## config.mk

```make
export PLATFORM = sky130hd
export DESIGN_NAME = ysyx_lsu
export DESIGN_NICKNAME = d
export VERILOG_FILES = /design/src/rtl/ysyx_lsu_pkg.sv /design/src/rtl/ysyx_lsu_align.sv /design/src/rtl/ysyx_lsu.sv
export SDC_FILE = /design/constraint.sdc
export NUM_CORES = 1
export LEC_CHECK = 0
export BUFFER_PORTS_ARGS = -buffer_cell sky130_fd_sc_hd__buf_2
export CAP_MARGIN = 0
export CORE_MARGIN = 1.5
export CORE_UTILIZATION = 46
export CTS_BUF_LIST = sky130_fd_sc_hd__clkbuf_2 sky130_fd_sc_hd__clkbuf_4 sky130_fd_sc_hd__clkbuf_8
export DETAILED_ROUTE_END_ITERATION = 8
export GPL_ROUTABILITY_DRIVEN = 0
export PLACE_DENSITY = 0.89
export SLEW_MARGIN = 0
export SYNTH_ARGS = -nofsm -noshare
export SYNTH_HDL_FRONTEND = slang
export SYNTH_SLANG_ARGS = --single-unit
```

## constraint.sdc

```tcl
create_clock -name clk -period 2.9 [get_ports clk]
set_clock_uncertainty 0.1 [all_clocks]
set_input_delay 0.435 -clock clk [delete_from_list [all_inputs] [get_ports clk]]
set_output_delay 0.435 -clock clk [all_outputs]
set_load 0.005 [all_outputs]
```

## src/rtl/ysyx_lsu_pkg.sv

```systemverilog
// Shared types, funct3 encodings and lane helpers for the ysyx load/store unit.
package ysyx_lsu_pkg;

  localparam int BIT_W   = 32;
  localparam int FAULT_W = 1;

  typedef enum logic [2:0] {
    IDLE  = 3'd0,
    RADDR = 3'd1,
    RDATA = 3'd2,
    WREQ  = 3'd3,
    WRESP = 3'd4,
    DONE  = 3'd5
  } lsu_state_e;

  localparam logic [2:0] F3_LB  = 3'b000;
  localparam logic [2:0] F3_LH  = 3'b001;
  localparam logic [2:0] F3_LW  = 3'b010;
  localparam logic [2:0] F3_LBU = 3'b100;
  localparam logic [2:0] F3_LHU = 3'b101;
  localparam logic [2:0] F3_SB  = 3'b000;
  localparam logic [2:0] F3_SH  = 3'b001;
  localparam logic [2:0] F3_SW  = 3'b010;

  // Unshifted byte-enable mask for the access size encoded in funct3[1:0].
  function automatic logic [3:0] size_mask(input logic [2:0] f3);
    case (f3[1:0])
      2'b00:   size_mask = 4'b0001;
      2'b01:   size_mask = 4'b0011;
      default: size_mask = 4'b1111;
    endcase
  endfunction

  function automatic logic misaligned(input logic [2:0] f3, input logic [1:0] a);
    case (f3[1:0])
      2'b01:   misaligned = a[0];
      2'b10:   misaligned = (a != 2'b00);
      default: misaligned = 1'b0;
    endcase
  endfunction

endpackage

```

## src/rtl/ysyx_lsu_align.sv

```systemverilog
// Combinational byte-lane steering: store strobe/data placement and load shift plus extension.
// Lanes shifted past byte 3 are dropped.
module ysyx_lsu_align
  import ysyx_lsu_pkg::*;
(
  input  logic [2:0]       func3,
  input  logic [1:0]       a,
  input  logic [BIT_W-1:0] rdata_raw,
  input  logic [BIT_W-1:0] wdata,
  output logic [3:0]       wstrb,
  output logic [BIT_W-1:0] wdata_sh,
  output logic [BIT_W-1:0] rdata_ext
);

  logic [4:0]       shamt;
  logic [BIT_W-1:0] rsh;

  assign shamt    = {a, 3'b000};
  assign rsh      = rdata_raw >> shamt;
  assign wdata_sh = wdata << shamt;
  assign wstrb    = size_mask(func3) << a;

  always_comb begin
    case (func3)
      F3_LB:   rdata_ext = {{(BIT_W-8){rsh[7]}}, rsh[7:0]};
      F3_LH:   rdata_ext = {{(BIT_W-16){rsh[15]}}, rsh[15:0]};
      F3_LBU:  rdata_ext = {{(BIT_W-8){1'b0}}, rsh[7:0]};
      F3_LHU:  rdata_ext = {{(BIT_W-16){1'b0}}, rsh[15:0]};
      default: rdata_ext = rsh;
    endcase
  end

endmodule

```

## src/rtl/ysyx_lsu.sv

```systemverilog
// Load/store unit: one execute request becomes one AXI4-Lite-style read or write, 3 cycles on a zero-wait bus.
// Define YSYX_LSU_MISALIGN_TRAP_EN to fault misaligned accesses instead of issuing them.
module ysyx_lsu
  import ysyx_lsu_pkg::*;
(
  input  logic               clk,
  input  logic               rst,
  input  logic               lsu_avalid_i,
  input  logic               ren_i,
  input  logic               wen_i,
  input  logic [2:0]         func3_i,
  input  logic [BIT_W-1:0]   addr_i,
  input  logic [BIT_W-1:0]   wdata_i,
  output logic [BIT_W-1:0]   rdata_o,
  output logic               rvalid_o,
  output logic               wready_o,
  output logic [FAULT_W-1:0] fault_o,
  output logic [BIT_W-1:0]   araddr_o,
  output logic               arvalid_o,
  input  logic               arready_i,
  input  logic [BIT_W-1:0]   rdata_i,
  input  logic [1:0]         rresp_i,
  input  logic               rvalid_i,
  output logic               rready_o,
  output logic [BIT_W-1:0]   awaddr_o,
  output logic               awvalid_o,
  input  logic               awready_i,
  output logic [BIT_W-1:0]   wdata_bus_o,
  output logic [3:0]         wstrb_o,
  output logic               wvalid_o,
  input  logic               wready_i,
  input  logic [1:0]         bresp_i,
  input  logic               bvalid_i,
  output logic               bready_o
);

  lsu_state_e       state;
  logic [2:0]       func3_q;
  logic [BIT_W-1:0] addr_q;
  logic [BIT_W-1:0] wdata_q;
  logic             aw_done;
  logic             w_done;
  logic             aw_ok;
  logic             w_ok;
  logic [BIT_W-1:0] rdata_ext;
  logic             unused_resp;

  assign unused_resp = ^{rresp_i, bresp_i};

  ysyx_lsu_align u_align (
    .func3     (func3_q),
    .a         (addr_q[1:0]),
    .rdata_raw (rdata_i),
    .wdata     (wdata_q),
    .wstrb     (wstrb_o),
    .wdata_sh  (wdata_bus_o),
    .rdata_ext (rdata_ext)
  );

  assign araddr_o = {addr_q[BIT_W-1:2], 2'b00};
  assign awaddr_o = {addr_q[BIT_W-1:2], 2'b00};

  // A beat counts as accepted if it was remembered earlier or handshakes this cycle.
  assign aw_ok = aw_done | (awvalid_o & awready_i);
  assign w_ok  = w_done  | (wvalid_o  & wready_i);

`ifndef YSYX_LSU_MISALIGN_TRAP_EN
  assign fault_o = '0;
`endif

  always_ff @(posedge clk) begin
    if (!rst) begin
      state     <= IDLE;
      func3_q   <= 3'b000;
      addr_q    <= '0;
      wdata_q   <= '0;
      aw_done   <= 1'b0;
      w_done    <= 1'b0;
      rdata_o   <= '0;
      rvalid_o  <= 1'b0;
      wready_o  <= 1'b0;
      arvalid_o <= 1'b0;
      rready_o  <= 1'b0;
      awvalid_o <= 1'b0;
      wvalid_o  <= 1'b0;
      bready_o  <= 1'b0;
`ifdef YSYX_LSU_MISALIGN_TRAP_EN
      fault_o   <= '0;
`endif
    end else begin
      case (state)
        IDLE: begin
          if (lsu_avalid_i && (ren_i || wen_i)) begin
            func3_q <= func3_i;
            addr_q  <= addr_i;
            wdata_q <= wdata_i;
`ifdef YSYX_LSU_MISALIGN_TRAP_EN
            if (misaligned(func3_i, addr_i[1:0])) begin
              state    <= DONE;
              rvalid_o <= ren_i;
              wready_o <= !ren_i;
              fault_o  <= '1;
            end else
`endif
            if (ren_i) begin
              state     <= RADDR;
              arvalid_o <= 1'b1;
            end else begin
              state     <= WREQ;
              awvalid_o <= 1'b1;
              wvalid_o  <= 1'b1;
              aw_done   <= 1'b0;
              w_done    <= 1'b0;
            end
          end
        end
        RADDR: begin
          if (arready_i) begin
            arvalid_o <= 1'b0;
            rready_o  <= 1'b1;
            state     <= RDATA;
          end
        end
        RDATA: begin
          if (rvalid_i) begin
            rready_o <= 1'b0;
            rdata_o  <= rdata_ext;
            rvalid_o <= 1'b1;
            state    <= DONE;
          end
        end
        WREQ: begin
          if (awvalid_o && awready_i) begin
            awvalid_o <= 1'b0;
            aw_done   <= 1'b1;
          end
          if (wvalid_o && wready_i) begin
            wvalid_o <= 1'b0;
            w_done   <= 1'b1;
          end
          if (aw_ok && w_ok) begin
            bready_o <= 1'b1;
            state    <= WRESP;
          end
        end
        WRESP: begin
          if (bvalid_i) begin
            bready_o <= 1'b0;
            wready_o <= 1'b1;
            state    <= DONE;
          end
        end
        DONE: begin
          rvalid_o <= 1'b0;
          wready_o <= 1'b0;
`ifdef YSYX_LSU_MISALIGN_TRAP_EN
          fault_o  <= '0;
`endif
          state    <= IDLE;
        end
        default: state <= IDLE;
      endcase
    end
  end

endmodule

```

* After elaboration in Yosys (flattened, before gate mapping)
Cells that the tools add are included.
** Word-level totals
- Output and inout bits :: 140
- Logic and storage cells :: 98
- Flip-flop bits (word level) :: 111
- Bits of input ports :: 113
** Operators by class
- Reductions and logical operators :: 24
- Multiplexer cells :: 35
- Bitwise logic cells :: 4
- Equal/unequal tests :: 18
- Shift operators :: 3
** Operators with widths (count)
- $pmux 32 s4 :: 1
- $shl 32x5->32 :: 1
- $shr 32x5->32 :: 1
- $ne 2x2->1 const B :: 9
- $pmux 1 s2 :: 9
- $mux 1 :: 17
- $mux 3 :: 5
- $pmux 3 s5 :: 1
- $eq 3x3->1 const B :: 4
- $reduce_and 4->1 :: 3
- $reduce_bool 2->1 :: 6
- $pmux 4 s2 :: 1
- $reduce_and 2->1 :: 4
- $eq 3x1->1 const B :: 2
- $eq 3x2->1 const B :: 2
- $logic_not 3->1 :: 2
- $reduce_and 3->1 :: 2
- $reduce_and 5->1 :: 1
- $logic_and 1x1->1 :: 4
- $shl 4x2->4 :: 1
- $and 1x1->1 :: 2
- $eq 2x1->1 const B :: 1
- $logic_not 2->1 :: 1
- $mux 2 :: 1
- 2 further kinds :: 3

* Depth between registers and ports, before layout
- Depth in word-level cells :: 5
- Mapped depth :: 7
- Depth with buffers taken out :: 4

* Cells and area by module
A second synthesis with hierarchy kept.
** Unflattened totals
- Cells, all modules :: 771
- Area total of the unflattened synthesis :: 5943.2 um^2
** By module, submodules not included
- ysyx_lsu :: area each 4480.5 um^2, sequential area each 2222.1 um^2, cells each 563, instances 1
- ysyx_lsu_align :: area each 1462.7 um^2, sequential area each 0.0 um^2, cells each 208, instances 1

* Worst setup path after synthesis
OpenSTA, ideal clock, no wires.
- Kind :: reg-to-output
- Start point :: reg addr_q[1]
- End point :: out wdata_bus_o[16]
- Required time :: 2.365 ns
- Cell stages (with the launch flop) :: 6
- Path slack :: 1.076 ns
- Path buffers :: 3
- Arrival :: 1.289 ns
- Path through :: dfxtp_1 buf_4 buf_2 buf_2 mux2i_1 o21ai_0
** On the way
- Cells in the longest elaborated chain, start to end :: 1
** RTL lines
- start: declaration :: line ysyx_lsu.sv:39 : logic [BIT_W-1:0] addr_q;
- start signal: assignment :: line ysyx_lsu.sv:95 : addr_q <= addr_i;
- $shl 32x5->32 :: line ysyx_lsu_align.sv:20 : assign wdata_sh = wdata << shamt;
- end: declaration :: line ysyx_lsu.sv:28 : output logic [BIT_W-1:0] wdata_bus_o,
Every way passes these cells.

* Worst setup path in the final report
- Start point :: reg addr_q[0]
- End point :: out wdata_bus_o[7]
The elaborated chain is that of the path after synthesis.

==> flow_metrics.env <==
export IMPL_status="complete, no violations"
export IMPL_gr_total_overflow=0
export IMPL_synth_top_area_share_pct=39.8
export IMPL_yosys_top_cells_count="nand2_1 (171), a21oi_1 (134), dfxtp_1 (111)"
export IMPL_path_clk_slew_ps=110
export IMPL_whs_endpoint="wdata_q[7]"
export IMPL_fin_cells=1025
export IMPL_setup_viol=0
export IMPL_clkPwrFrac_pct=21.0
export IMPL_dpl_hpwl_um=10400
export IMPL_rr_endpoint="rdata_o[21]"
export IMPL_drtPass1Iterations=5
export IMPL_end_kind="primary output"
export IMPL_switching_share_pct=36.8
export IMPL_antenna_found_initial=0
export IMPL_h_tree_depth=3
export IMPL_postCtsSetupRepairBufs=0
export IMPL_synth_main_ff_cell="dfxtp_1"
export IMPL_synthCells=725
export IMPL_cts_tree="done"
export IMPL_yosys_warnings=0
export IMPL_dr_wl_met2_um=7280
export IMPL_fp_coreArea_um2=11900
export IMPL_grt_use_total_pct=22.7
export IMPL_ir_worst_vdd_v=0.000520
export IMPL_syn_area_per_cell_um2=7.71
export IMPL_grt_setup_unrepaired="no"
export IMPL_yosysMostFrequentCell="nand2_1"
export IMPL_met3_length_um=988
export IMPL_finalNetCount=988
export IMPL_ctsResizeCount=0
export IMPL_seq_area_um2=2220
export IMPL_p_comb_share_pct=35.9
export IMPL_critical_path_class="reg -> out"
export IMPL_post_route_util_pct=55.5
export IMPL_reg2reg_from="addr_q[1]"
export IMPL_cts_sinks=111
export IMPL_die_h_um=113
export IMPL_die_area_um2=12800
export IMPL_cts_path_max_buffers=2
export IMPL_syn_area_um2=5590
export IMPL_synth_edf_count=0
export IMPL_io_buffers=243
export IMPL_startpoint_type="flip-flop"
export IMPL_holdPathStages=3
export IMPL_hold_viol=0
export IMPL_drt_iter0_drc=399
export IMPL_cellLeakagePower_nw=3.02
export IMPL_fin_crit_sh_pct=85.8
export IMPL_r2r_slack_ps=620
export IMPL_async_flop_share_pct=0
export IMPL_netlist_top_cells_area="dfxtp_1 (40%), a21oi_1 (12%), nand2_1 (11%)"
export IMPL_min_path_type="in -> reg"
export IMPL_p_switching_w=0.00176
export IMPL_grt_pass1_vias=4556
export IMPL_wl_per_cell_um=14.7
export IMPL_wl_met1_um=6450
export IMPL_slew_limit_headroom_pct=31.8
export IMPL_cts_buffers_inserted=9
export IMPL_vias=5407
export IMPL_cp_max_fo=40
export IMPL_rows=40
export IMPL_p_int_w=0.00301
export IMPL_synth_cell_types=39
export IMPL_finalSetupTns_ps=0
export IMPL_grt_max_degree=68
export IMPL_grt_pass1_wl_um=23000
export IMPL_drv_cap=0
export IMPL_fp_dieW_um=113
export IMPL_antenna_cells=0
export IMPL_power_w=0.00476
export IMPL_antenna_left=0
export IMPL_avgViaCountPerCell=5.28
export IMPL_cts_root_buffer="clkbuf_8"
export IMPL_yosysSeqAreaShare_pct=39.8
export IMPL_drc=0
export IMPL_cp_data_arrival_time_ps=1950
export IMPL_ff2ff_path_depth=4
export IMPL_ys_ff_latch=111
export IMPL_drive_gt1_share_pct=33.1
export IMPL_place_inst=1011
export IMPL_min_period_ps=2490
export IMPL_clock_latency_ps=390
export IMPL_pwr_density_cell_nw_per_um2=721
export IMPL_final_max_slew_viol_count=0
export IMPL_ios=253
export IMPL_routed_wl_um=15000
export IMPL_multi_input_area_um2=2630
export IMPL_synthToLayoutAreaGrowth_pct=18.3
export IMPL_fmax_mhz=402
export IMPL_ctsHoldBuffers=0
export IMPL_worst_pin_slew_ps=1020
export IMPL_yosysTopAreaCell="dfxtp_1"
export IMPL_worstHoldStart="wdata_i[7]"
export IMPL_top_layer="met4"
export IMPL_fill_cells=1134
export IMPL_p_seq_share_pct=43.1
export IMPL_start_util_pct=46.9
export IMPL_worstPathRequired_ps=2370
==> cell type report <==
| cell class | instances | share of cell area [%] |
|---|---|---|
| multi-input cells | 494 | 39.8 |
| flip-flops and latches | 111 | 33.6 |
| inverters | 5 | 0.284 |
| well taps | 147 | 2.78 |
| clock buffers | 10 | 1.99 |
| clock inverters | 4 | 1.10 |
| repair buffers | 254 | 20.4 |
==> power by group through the flow <==
stage / combinational [W] / sequential [W] / clock (W)
2_1_floorplan: 0.00132 / 0.00198 / 0
3_3_place_gp: 0.00168 / 0.00207 / 0
3_5_place_dp: 0.00171 / 0.00209 / 0
4_1_cts: 0.00172 / 0.00205 / 0.00103
5_1_grt: 0.00190 / 0.00209 / 0.00110
6_report: 0.00171 / 0.00205 / 0.00100
==> worst max-delay path, stage by stage (launching register included) <==
cell,delay [ps]
dfxtp_2,760
buf_12,300
nor2_1,160
and2_1,200
buf_2,120
==> per-layer routing <==
metal / track usage, % / vias up
li1: - / 2668
met3: 6.16 / 24
met2: 38.1 / 222
met4: 7.00 / 0
met1: 28.6 / 2493
met5: 0 / -
==> cell families (layout without fill, tap and decap cells) <==
logic type | after synthesis | count (layout) | share of synthesized area, %
AOI/OAI and AO/OA | 203 | 203 | 19.6
buffers and inverters | 124 | 273 | 13.7
DFF | 111 | 111 | 39.8
muxes | 43 | 43 | 7.99
other | 1 | 5 | 0.0671
and+or+nand+nor | 243 | 243 | 18.9
==> stage by stage <==
step	area, um^2	worst slack, ps	hold slack (ps)
floorplan	5600	1080	332
global placement	6410	705	338
detailed placement	6410	687	342
CTS	6610	407	141
global route	6610	293	139
finish	6610	413	161
==> cells in the final DEF, fill, tap and decap left out, drive strengths merged <==
cell,count
nor4b,2
and3b,1
mux2,13
nor2,22
a21oi,135
nand4b,1
a311oi,2
a211oi,10
clkinv,1
inv,5
nand2,171
or3,1
conb,5
clkinvlp,1
or4,1
nand3b,2
nand3,6
o21ai,41
bufinv,2
o2bb2ai,3
o21bai,1
dfxtp,111
a2111oi,1
nand2b,4
buf,254
nor3,4
or2,1
o211ai,8
nor2b,12
nor4,2
a31oi,2
clkbuf,10
and2,13
mux2i,30
==> worst max-delay path by stage <==
stage	depth (start not counted)	startpoint	endpoint
2_1_floorplan	5	addr_q[1]	wdata_bus_o[16]
3_3_place_gp	4	addr_q[1]	rdata_o[26]
3_5_place_dp	4	addr_q[1]	rdata_o[20]
4_1_cts	4	addr_q[0]	wdata_bus_o[7]
5_1_grt	4	addr_q[0]	wdata_bus_o[6]
6_report	4	addr_q[0]	wdata_bus_o[7]
==> flip-flops by register name (all words and copies together), names as in the netlist <==
signal,count
addr_q,32
rdata_o,32
wdata_q,32
func3_q,3
state,3
arvalid_o,1
aw_done,1
awvalid_o,1
bready_o,1
rready_o,1
rvalid_o,1
w_done,1
wready_o,1
wvalid_o,1
No activity file was read; power rests on OpenSTA's default activity.
